## src/rtl/delta_stream_reconstructor_pkg.sv

```systemverilog
// Shared widths and signed limits for the delta reconstruction datapath.
// Constants only; no logic.
package delta_stream_reconstructor_pkg;

    localparam int WIDTH_DEF = 8;
    localparam int INDEX_W   = 8;

    localparam logic [WIDTH_DEF-1:0] SMAX = {1'b0, {(WIDTH_DEF-1){1'b1}}};
    localparam logic [WIDTH_DEF-1:0] SMIN = {1'b1, {(WIDTH_DEF-1){1'b0}}};

endpackage

```

## src/rtl/delta_stream_reconstructor_adder.sv

```systemverilog
// WIDTH-bit two's complement adder made of chained 4-bit slices, carry-in 0.
// Purely combinational; reports signed overflow alongside the wrapped sum.
module signed_ripple_adder #(
    parameter int WIDTH = 8
) (
    input  logic [WIDTH-1:0] a,
    input  logic [WIDTH-1:0] b,
    output logic [WIDTH-1:0] sum,
    output logic             ovf
);

    localparam int NSLICE = WIDTH / 4;

    logic [NSLICE-1:0] carry;

    assign carry[0] = 1'b0;

    for (genvar i = 0; i < NSLICE; i++) begin : g_slice
        if (i == NSLICE - 1) begin : g_top
            // The top slice's carry-out carries no information for a signed result.
            assign sum[4*i +: 4] = a[4*i +: 4] + b[4*i +: 4] + {3'b000, carry[i]};
        end else begin : g_mid
            logic [4:0] part;
            assign part            = {1'b0, a[4*i +: 4]} + {1'b0, b[4*i +: 4]} + {4'b0000, carry[i]};
            assign sum[4*i +: 4]   = part[3:0];
            assign carry[i+1]      = part[4];
        end
    end

    assign ovf = (a[WIDTH-1] == b[WIDTH-1]) && (sum[WIDTH-1] != a[WIDTH-1]);

endmodule

```

## src/rtl/delta_stream_reconstructor.sv

```systemverilog
// Rebuilds absolute samples from a seed plus signed deltas; one cycle accept-to-output.
// in_ready = !out_valid || out_ready, so a held output stalls the input without bubbles.
module delta_stream_reconstructor
    import delta_stream_reconstructor_pkg::*;
#(
    parameter int WIDTH    = WIDTH_DEF,
    parameter bit SATURATE = 1'b0
) (
    input  logic               clk,
    input  logic               rst,
    input  logic               in_valid,
    output logic               in_ready,
    input  logic               in_first,
    input  logic [WIDTH-1:0]   in_delta,
    output logic               out_valid,
    input  logic               out_ready,
    output logic [WIDTH-1:0]   out_sample,
    output logic               out_ovf,
    output logic [INDEX_W-1:0] out_index
);

    localparam logic [WIDTH-1:0] SMAX_W = {1'b0, {(WIDTH-1){1'b1}}};
    localparam logic [WIDTH-1:0] SMIN_W = {1'b1, {(WIDTH-1){1'b0}}};

    logic [WIDTH-1:0]   acc;
    logic [WIDTH-1:0]   sum;
    logic               ovf;
    logic [WIDTH-1:0]   result;
    logic [INDEX_W-1:0] idx;
    logic               accept;

    signed_ripple_adder #(.WIDTH(WIDTH)) u_adder (
        .a   (acc),
        .b   (in_delta),
        .sum (sum),
        .ovf (ovf)
    );

    assign in_ready  = !out_valid || out_ready;
    assign accept    = in_valid && in_ready;
    assign out_index = idx;

    always_comb begin
        result = sum;
        // Clamp direction follows the accumulator sign: overflow only happens when both operands share it.
        if (SATURATE && ovf) begin
            result = acc[WIDTH-1] ? SMIN_W : SMAX_W;
        end
    end

    always_ff @(posedge clk) begin
        if (rst) begin
            acc        <= '0;
            out_valid  <= 1'b0;
            out_sample <= '0;
            out_ovf    <= 1'b0;
            idx        <= '0;
        end else if (accept) begin
            out_valid <= 1'b1;
            if (in_first) begin
                acc        <= in_delta;
                out_sample <= in_delta;
                out_ovf    <= 1'b0;
                idx        <= '0;
            end else begin
                acc        <= result;
                out_sample <= result;
                out_ovf    <= ovf;
                idx        <= idx + 1'b1;
            end
        end else if (out_ready) begin
            out_valid <= 1'b0;
        end
    end

endmodule

```

## config.mk

```make
export PLATFORM = sky130hd
export DESIGN_NAME = delta_stream_reconstructor
export DESIGN_NICKNAME = d
export VERILOG_FILES = /design/src/rtl/delta_stream_reconstructor_pkg.sv /design/src/rtl/delta_stream_reconstructor_adder.sv /design/src/rtl/delta_stream_reconstructor.sv
export SDC_FILE = /design/constraint.sdc
export NUM_CORES = 1
export LEC_CHECK = 0
export ABC_AREA = 1
export CORE_MARGIN = 4
export CORE_UTILIZATION = 46
export CTS_CLUSTER_DIAMETER = 40
export DETAILED_ROUTE_END_ITERATION = 12
export PLACE_DENSITY = 0.81
export SETUP_SLACK_MARGIN = 0.15
export SLEW_MARGIN = 20
export SYNTH_ARGS = -nofsm -noshare
export SYNTH_HDL_FRONTEND = slang
export SYNTH_HIERARCHICAL = 1
export SYNTH_SLANG_ARGS = --single-unit
export TNS_END_PERCENT = 1
```

## constraint.sdc

```tcl
create_clock -name clk -period 2.91 [get_ports clk]
set_input_delay 0.582 -clock clk [delete_from_list [all_inputs] [get_ports clk]]
set_output_delay 0.582 -clock clk [all_outputs]
set_load 0.005 [all_outputs]
```

Word-level counts from Yosys, hierarchy flattened
Index checks and enable logic that the tools add are counted.
{"block": "word_totals", "ff_bits": 18, "input_bits": 13, "out_inout_bits": 19, "elab_cells": 20}
{"block": "classes", "add_sub_neg": 4, "n_eq_ne": 2, "mux": 5, "n_reduce_logical": 5}
{"op": "$mux W8", "count": 2}
{"op": "$add A8 B1 Y8 const B", "count": 1}
{"op": "$add A4 B4 Y5", "count": 1}
{"op": "$add A4 B1 Y4", "count": 1}
{"op": "$add A4 B4 Y4", "count": 1}
{"op": "$mux W1", "count": 3}
{"op": "$logic_and A1 B1 Y1", "count": 2}
{"op": "$reduce_bool A2 Y1", "count": 1}
{"op": "$eq A1 B1 Y1", "count": 1}
{"op": "$logic_not A1 Y1", "count": 1}
{"op": "$logic_or A1 B1 Y1", "count": 1}
{"op": "$ne A1 B1 Y1", "count": 1}

Depth between registers and ports, before layout
Gate-level depths: netlist (run 1).
{"block": "logic_depth", "depth_word": 5, "depth_mapped": 13, "ltp_nobuf": 13}

By module
Netlist (run 1), hierarchy kept.
{"mod": "delta_stream_reconstructor", "n_inst": 1, "cells_per_inst": 108, "area_per_inst_um2": 828.3, "seq_area_each_um2": 360.3}
{"mod": "signed_ripple_adder", "n_inst": 1, "cells_per_inst": 39, "area_per_inst_um2": 280.3, "seq_area_each_um2": 0.0}

Worst setup path after synthesis (run 1)
No wires, ideal clock.
{"block": "synth_timing", "path_type": "input-to-reg", "from": "input in_delta[0]", "to": "register acc[6]", "setup_time_ns": 0.116, "t_arrival_ns": 2.513, "t_required_ns": 2.794, "path_slack_ns": 0.281, "cell_stages": 10, "n_path_buf": 0, "cell_sequence": "ha_1 fa_1 a21oi_1 o21bai_1 fa_1 fa_1 xor2_1 nand2_1 nand3_1 o211a_1"}
{"block": "synth_between", "elab_chain_len": 3}
{"item": "start: declaration", "line": "delta_stream_reconstructor.sv:14", "rtl": "input logic [WIDTH-1:0] in_delta,"}
{"item": "$add A4 B4 Y5", "line": "delta_stream_reconstructor_adder.sv:24", "rtl": "assign part = {1'b0, a[4*i +: 4]} + {1'b0, b[4*i +: 4]} + {4'b0000, carry[i]};"}
{"item": "$add A4 B1 Y4", "line": "delta_stream_reconstructor_adder.sv:21", "rtl": "assign sum[4*i +: 4] = a[4*i +: 4] + b[4*i +: 4] + {3'b000, carry[i]};"}
{"item": "named net result[6]", "line": "delta_stream_reconstructor.sv:28", "rtl": "logic [WIDTH-1:0] result;"}
{"item": "$mux W8", "line": "delta_stream_reconstructor.sv:60", "rtl": "if (in_first) begin"}
{"item": "end signal: assignment", "line": "delta_stream_reconstructor.sv:61", "rtl": "acc <= in_delta;"}
{"item": "end signal: assignment", "line": "delta_stream_reconstructor.sv:66", "rtl": "acc <= result;"}
{"item": "end: declaration", "line": "delta_stream_reconstructor.sv:25", "rtl": "logic [WIDTH-1:0] acc;"}
The timed path passes the listed nets, and every way through them passes these cells.
A chain may end at the register's enable or synchronous reset.

Worst setup path in the final report (run 1)
{"block": "layout_timing", "from": "input in_delta[1]", "to": "register acc[5]"}
Same word-level chain as after synthesis.

==> metrics.md, run 1 <==
| Metric | Value |
|---|---|
| Routed WL per cell | `12.54 microns` |
| Share of layout cells above drive strength 1 | `between 10% and 20%` |
| Total CTS buffers | `3` |
| Fill cells | `187` |
| IO Pins | `32` |
| Largest area contributor in the netlist | `dfxtp_1` |
| EDFF count, synth | `0` |
| DP HPWL | `around 2000 microns` |
| Unrepaired setup endpoints after global routing | `false` |
| Critical Path AT | `2.85 ns` |
| Warnings from Yosys | `6` |
| Critical-path maximum fanout | `2` |
| Fin nets | `around 210` |
| Post-synth top flop | `dfxtp_1` |
| Root buf cell | `clkbuf_4` |
| Synth Area in Adders | `a little over an eighth` |
| Worst-Skew Late Latency | `around 0.29 ns` |
| Area fraction of the dominant cell type after synthesis | `32.51%` |
| Synth Instances | `about 150` |
| Hold_buf cts | `0` |
| GRT Residual Overflow | `0` |
| Area delta synth->final | `38.04%` |
| H-Tree Depth | `1` |
| Core ar. | `between 2000 and 2500 sq um` |
| DRC Markers | `0` |
| TritonRoute pass-1 iters | `4` |
| DR iter-0 viols | `34` |
| Sequential element share of the synthesized area | `between 30% and 40%` |
| Design Power | `0.6036 mW` |
| Post-synthesis simple-gate area fraction | `32.28%` |
| Compound-Gate Fraction of Synth Area | `between 10% and 20%` |
| Req. time, crit path | `3.15 ns` |
| Largest family of logic cells by synthesized area | `simple AND/OR/NAND/NOR gates` |
| Clock tree buffer depth | `2` |
| Die area | `~3300 sq um` |
| Count of distinct cell types in the synthesized netlist | `25` |
| GRT Overall Usage | `roughly 17%` |
| Min Hold Slack | `approximately 0.5 ns` |
| Vias in the first global route | `~1.1k` |
| Max Freq | `just under 400 MHz` |
| Die W | `approximately 57 microns` |
| Post-Place Cell Area | `about 1400 sq um` |
| Clk_skew | `between 0.003 and 0.004 ns` |
| Count leader, synth | `nand2_1` |
| Asr flop ratio synth | `0%` |
| Final setup viols | `0` |
| Synth cell count leaders | `39 x nand2_1, 18 x dfxtp_1, 17 x nand3_1, 14 x inv_1, 10 x nor2_1` |
| CP Cell Sequence | `clkdlybuf4s50_1, fa_2, a21oi_2, o21bai_2, fa_2, fa_2, nand2_1, nand3_1, o211a_1` |
| CP top delay family | `adder cells` |
| Worst Tran Pin Value | `between 0.4 and 0.5 ns` |
| Core Util, Final | `approximately two thirds` |
| Post-Synth XOR/XNOR Area | `2.370%` |
| Placement Setup Slack | `-0.3191 ns` |
| Hold Violations, Final | `0` |
| Design area | `between 1500 and 2000 sq um` |
| Pin count of the biggest net entering global routing | `16` |
| Slowest CP cell | `fa_2` |
| Number of cell rows | `17` |
| Antenna violations before repair | `0` |
| TritonCTS clock tree | `yes` |
| Diode count | `0` |
| Synth top area cells | `dfxtp_1 33%, nand2_1 13%, ha_1 7.9%` |
| Clock transition at path regs | `0.11 ns` |
| Crit path buf inv count | `1` |
| Clock sink count | `18` |
| Register bit total from synthesis | `18` |
| Worst Hold Class | `flip-flop to flip-flop` |
| Max cap viols | `0` |
| Largest stage delay, worst path | `around 0.52 ns` |
| P_leak | `0.7416 nW` |
| Crit share post-route | `between 80 and 90%` |
| Peak VDD IR | `around 0.00027 V` |
| Min Tclk post-route | `2.603 ns` |
| First-pass GRT wire length | `4360 microns` |
| Via Count | `about 1.1k` |
| PwrDens | `slightly below 400 nW/um^2` |
| Setup slack, reg-to-reg | `0.51 ns` |
| Crit path launch type | `input pin` |
| CP most frequent cell | `fa_2` |
| WS Path Type | `input pin to flip-flop` |
| Post-route ant nets | `0` |
| Worst setup margin | `0.3066 ns` |
| Gpl congestion | `around 0.79` |
| Number of buffers added on ports | `31` |
| Outcome | `completed` |
| Fin. max-slew vios | `0` |
| Syn avg cell area | `about 7.5 sq um` |
| Vias per inst | `around 5.3` |
| Die height | `approximately 57 microns` |
| Mux cell area share after synthesis | `0%` |
| Syn nets | `170` |
| Setup crit end kind | `flip-flop` |
| Routed WL | `between 2000 and 3000 microns` |
| Slew HR | `73.12%` |
| Syn Std Cell Area | `between 1000 and 1500 sq um` |
| Initial Utilization | `between 40% and 50%` |
## metal layers
layer / global-route usage (%) / wire [microns] / vias up
met5: 0 / 0 / -
met4: 7.616 / 29 / 0
met3: 4.299 / 133 / 4
met2: 29.53 / 1338 / 22
met1: 18.16 / 1158 / 534
li1: - / - / 558
## final timing paths
kind               startpoint      end  cells past startpoint
setup / recovery  in_delta[1]   acc[5]                      9
hold / removal        out_ovf  out_ovf                      2
setup reg to reg       acc[0]   acc[5]                      9
hold reg to reg       out_ovf  out_ovf                      2
## final cells by class
cell class / count / area, sq um / area share [%]
sequential: 18 / 360.3 / 23.55
inverter: 16 / 60.06 / 3.925
multi-input combinational: 110 / 688.2 / 44.97
tap: 28 / 35.03 / 2.289
timing repair buffer: 36 / 350.3 / 22.89
clock buffer: 4 / 36.28 / 2.371
## through the flow
| stage | TNS (ns) | cells |
|---|---|---|
| after global routing | 0 | 212 |
| final | 0 | 212 |
| after floorplan | 0 | 147 |
| after detailed placement | -0.7848 | 205 |
| after CTS | 0 | 209 |
| after global placement | -0.5192 | 205 |
## report_power, final
part           total (mW)  switching [mW]  internal (mW)
registers           0.275          0.0143          0.260
logic               0.174          0.0820         0.0920
clock network       0.155          0.0787         0.0762
## flip-flops by register name, summed over array words and instances (netlist names)
signal and flops:
out_index 8, out_valid 1, out_ovf 1, acc 8
## timing repair
item | CTS | global route
setup endpoints to repair | 2 | 2
pin swaps | 0 | 3
resized for setup | 4 | 4
buffers inserted | 0 | 3
## cell usage in the layout (no fill, tap or decap), types with 2 or more instances in the layout
cell type / count
nor3_1: 2
nand2_1: 38
a21oi_2: 2
clkdlybuf4s50_1: 30
fa_2: 3
nand4_1: 2
nor2_1: 10
a21oi_1: 6
buf_4: 5
o211a_1: 8
inv_1: 14
clkbuf_4: 3
xor2_1: 2
nand3_1: 17
dfxtp_1: 18
nand2_2: 5
nand3b_1: 2
ha_1: 6
## cells by family after synthesis
family / Yosys count
fa+ha+maj: 10
simple gates: 79
xor+xnor: 3
flops: 18
buf+inv: 19
compound gates: 18
## worst reg2reg max path, stage by stage, from the launching register on
cell and delay, ns:
dfxtp_1 0.34, ha_2 0.20, fa_2 0.38, a21oi_2 0.15, o21bai_2 0.09, fa_2 0.39
fa_2 0.52, nand2_1 0.05, nand3_1 0.09, o211a_1 0.14
Power figures use the tool's default switching activity.
==> inputs of run 2 (changes only) <==
- CORE_UTILIZATION: 46 -> 47
- PLACE_DENSITY: 0.81 -> 0.82
- SYNTH_HIERARCHICAL: 1 -> default
==> run 2 against run 1 <==
Compared with the run above:
- final cell count rose by 1.9%
- utilization decreased by 0.17 points
- clock power grew 3%
- die area is 0.40% lower
- highest routed layer unchanged
- critical path type unchanged
- sequential power barely moved
==> metrics.md, run 2 <==
| Metric | Value |
|---|---|
| Outcome | `completed` |
| TritonCTS clock tree | `yes` |
| Warnings from Yosys | `0` |
| Core ar. | `2255 sq um` |
| Hold_buf cts | `0` |
| Internal power | `0.4100 mW` |
| Sw Ratio | `28.82%` |
| Largest stage delay, worst path | `between 0.4 and 0.5 ns` |
| Peak VDD IR | `approximately 0.00029 V` |
| Worst Hold Class | `flip-flop to flip-flop` |
| Number of cell rows | `17` |
| Slowest CP cell | `clkdlybuf4s50_1` |
| Worst-Skew Late Latency | `around 0.29 ns` |
| Synth Instances | `between 150 and 200` |
| Vias per inst | `5.338` |
| Unrepaired setup endpoints after global routing | `false` |
| P_leak | `between 0.6 and 0.7 nW` |
| Vias in the first global route | `roughly 1.2k` |
| Die area | `3246 sq um` |
| Share of layout cells above drive strength 1 | `12.23%` |
| Post-synth top flop | `dfxtp_1` |
| Syn nets | `~170` |
| Count leader, synth | `nand2_1` |
| Design area | `between 1500 and 2000 sq um` |
| Via Count | `~1.2k` |
| Asr flop ratio synth | `0%` |
| Final setup viols | `0` |
| Syn avg cell area | `between 7 and 8 sq um` |
| Design Power | `0.5761 mW` |
| TritonRoute pass-1 iters | `4` |
| Clock Power Share | `between 20% and 30%` |
| Clock transition at path regs | `~0.11 ns` |
| Area delta synth->final | `35.40%` |
| DR iter-0 viols | `36` |
| Most common cell after layout, fill and taps aside | `nand2_1` |
| Die height | `approximately 57 microns` |
| WS Path Type | `input pin to flip-flop` |
| Diode count | `0` |
| Hold Violations, Final | `0` |
| DRC Markers | `0` |
| Antenna violations before repair | `0` |
| Pin count of the biggest net entering global routing | `21` |
| Largest family of logic cells by synthesized area | `simple AND/OR/NAND/NOR gates` |
| Largest area contributor in the netlist | `dfxtp_1` |
| Critical Path AT | `between 2 and 3 ns` |
| Die W | `between 50 and 60 microns` |
| Register bit total from synthesis | `18` |
| Root buf cell | `clkbuf_4` |
| Fin nets | `about 210` |
| Fin cells | `~220` |
| Sequential Power Share | `a little under half` |
| Clk_skew | `slightly above 0.0008 ns` |
| EDFF count, synth | `0` |
| Gpl congestion | `around 0.8` |
| Clock sink count | `18` |
| Area fraction of the dominant cell type after synthesis | `around a third` |
| Max cap viols | `0` |
| Post-synthesis simple-gate area fraction | `between 30% and 40%` |
| Max Freq | `approximately 380 MHz` |
| Critical-path maximum fanout | `2` |
| Worst Tran Pin Value | `0.3072 ns` |
| Synth cell count leaders | `50 x nand2_1, 18 x dfxtp_1, 15 x inv_1, 13 x nand3_1, 12 x a21oi_1` |
| Post-Place Cell Area | `1480 sq um` |
| DP HPWL | `just over 2000 microns` |
| GRT Residual Overflow | `0` |
| Min Hold Slack | `about 0.48 ns` |
| Synth top area cells | `dfxtp_1 32%, nand2_1 17%, ha_1 7.8%` |
| CP Cell Sequence | `clkdlybuf4s50_1, ha_2, fa_2, a21oi_1, o21bai_1, fa_2, fa_2, xor2_1, nand2_1, a31oi_1` |
| Fin. max-slew vios | `0` |
| PwrDens | `around 380 nW/um^2` |
| Sequential element share of the synthesized area | `about a third` |
| Crit share post-route | `91.60%` |
| Post-Synth XOR/XNOR Area | `1.554%` |
| Setup crit end kind | `flip-flop` |
| Post-route ant nets | `0` |
| Compound-Gate Fraction of Synth Area | `about a tenth` |
| First-pass GRT wire length | `around 5000 microns` |
| Initial Utilization | `around half` |
| CP most frequent cell | `fa_2` |
| Count of distinct cell types in the synthesized netlist | `27` |
| Number of buffers added on ports | `31` |
| Slew HR | `roughly 80%` |
| Gate power share | `about 25%` |
| Routed WL per cell | `12.86 microns` |
| Syn Std Cell Area | `1127 sq um` |
| Req. time, crit path | `between 3 and 4 ns` |
| Commonest cells after routing, fill and taps aside | `50 x nand2_1, 31 x clkdlybuf4s50_1, 18 x dfxtp_1` |
| IO Pins | `32` |
| NetSw | `between 0.15 and 0.2 mW` |
| Routed WL | `~2800 microns` |
| GRT Overall Usage | `about a fifth` |
| Crit path launch type | `input pin` |
| Clock tree buffer depth | `2` |
| Mux cell area share after synthesis | `0%` |
| Placed cells | `~210` |
| Synth Area in Adders | `approximately an eighth` |
| H-Tree Depth | `1` |
| Min Tclk post-route | `between 2 and 3 ns` |
| Core Util, Final | `around 68%` |
| Total CTS buffers | `3` |
## run 2: per-stage QoR
step / worst slack (ns) / TNS, ns
2_1_floorplan: 0.3262 / 0
3_3_place_gp: -0.1681 / -0.2398
3_5_place_dp: -0.2498 / -0.4160
4_1_cts: 0.1622 / 0
5_1_grt: 0.1385 / 0
6_report: 0.2444 / 0
## run 2: cell type report
cell class	count	area [sq um]
clock buffers	4	36.28
fillers	196	728.2
inverters	16	60.06
multi-input cells	114	686.9
flip-flops and latches	18	360.3
well taps	28	35.03
repair buffers	36	347.8
## run 2: power by group through the flow
| stage | sequential (mW) | clock (mW) | combinational (mW) |
|---|---|---|---|
| floorplan | 0.276 | 0 | 0.0782 |
| global placement | 0.276 | 0 | 0.137 |
| detailed placement | 0.277 | 0 | 0.143 |
| CTS | 0.272 | 0.160 | 0.144 |
| global route | 0.274 | 0.179 | 0.162 |
| finish | 0.272 | 0.159 | 0.145 |
## run 2: critical path: cells and delay by family
kind / cells / cell delay [ns]
AND/OR/NAND/NOR: 1 / 0.07
adder cells (fa/ha/maj): 4 / 1.26
buffers and inverters: 1 / 0.44
XOR/XNOR: 1 / 0.14
AO/OA/AOI/OAI: 3 / 0.41
## run 2: kinds of logic (layout without fill, tap and decap cells)
group | count (synthesis) | after routing
flops | 18 | 18
buf+inv | 19 | 56
fa+ha+maj | 10 | 10
xor+xnor | 2 | 2
compound gates | 21 | 21
simple gates | 81 | 81
## run 2: worst paths after layout
path         slack (ns)  cells past startpoint      end        start
min                0.48                      2  out_ovf      out_ovf
max reg2reg        0.65                      9   acc[6]       acc[0]
max                0.24                     10   acc[6]  in_delta[0]
min reg2reg        0.48                      2  out_ovf      out_ovf
## run 2: what timing repair did
action / 4_1_cts / 5_1_grt
pin swaps: 0 / 1
resized for setup: 2 / 2
endpoints found under the setup margin: 1 / 1
buffers inserted: 0 / 0
cloned: 0 / 0
## run 2: layer usage
| layer | GRT usage (%) | vias up | wire length [microns] |
|---|---|---|---|
| li1 | - | 570 | - |
| met1 | 21.87 | 539 | 1164 |
| met2 | 32.63 | 40 | 1427 |
| met3 | 4.072 | 4 | 154 |
| met4 | 7.616 | 0 | 31 |
| met5 | 0 | - | 0 |
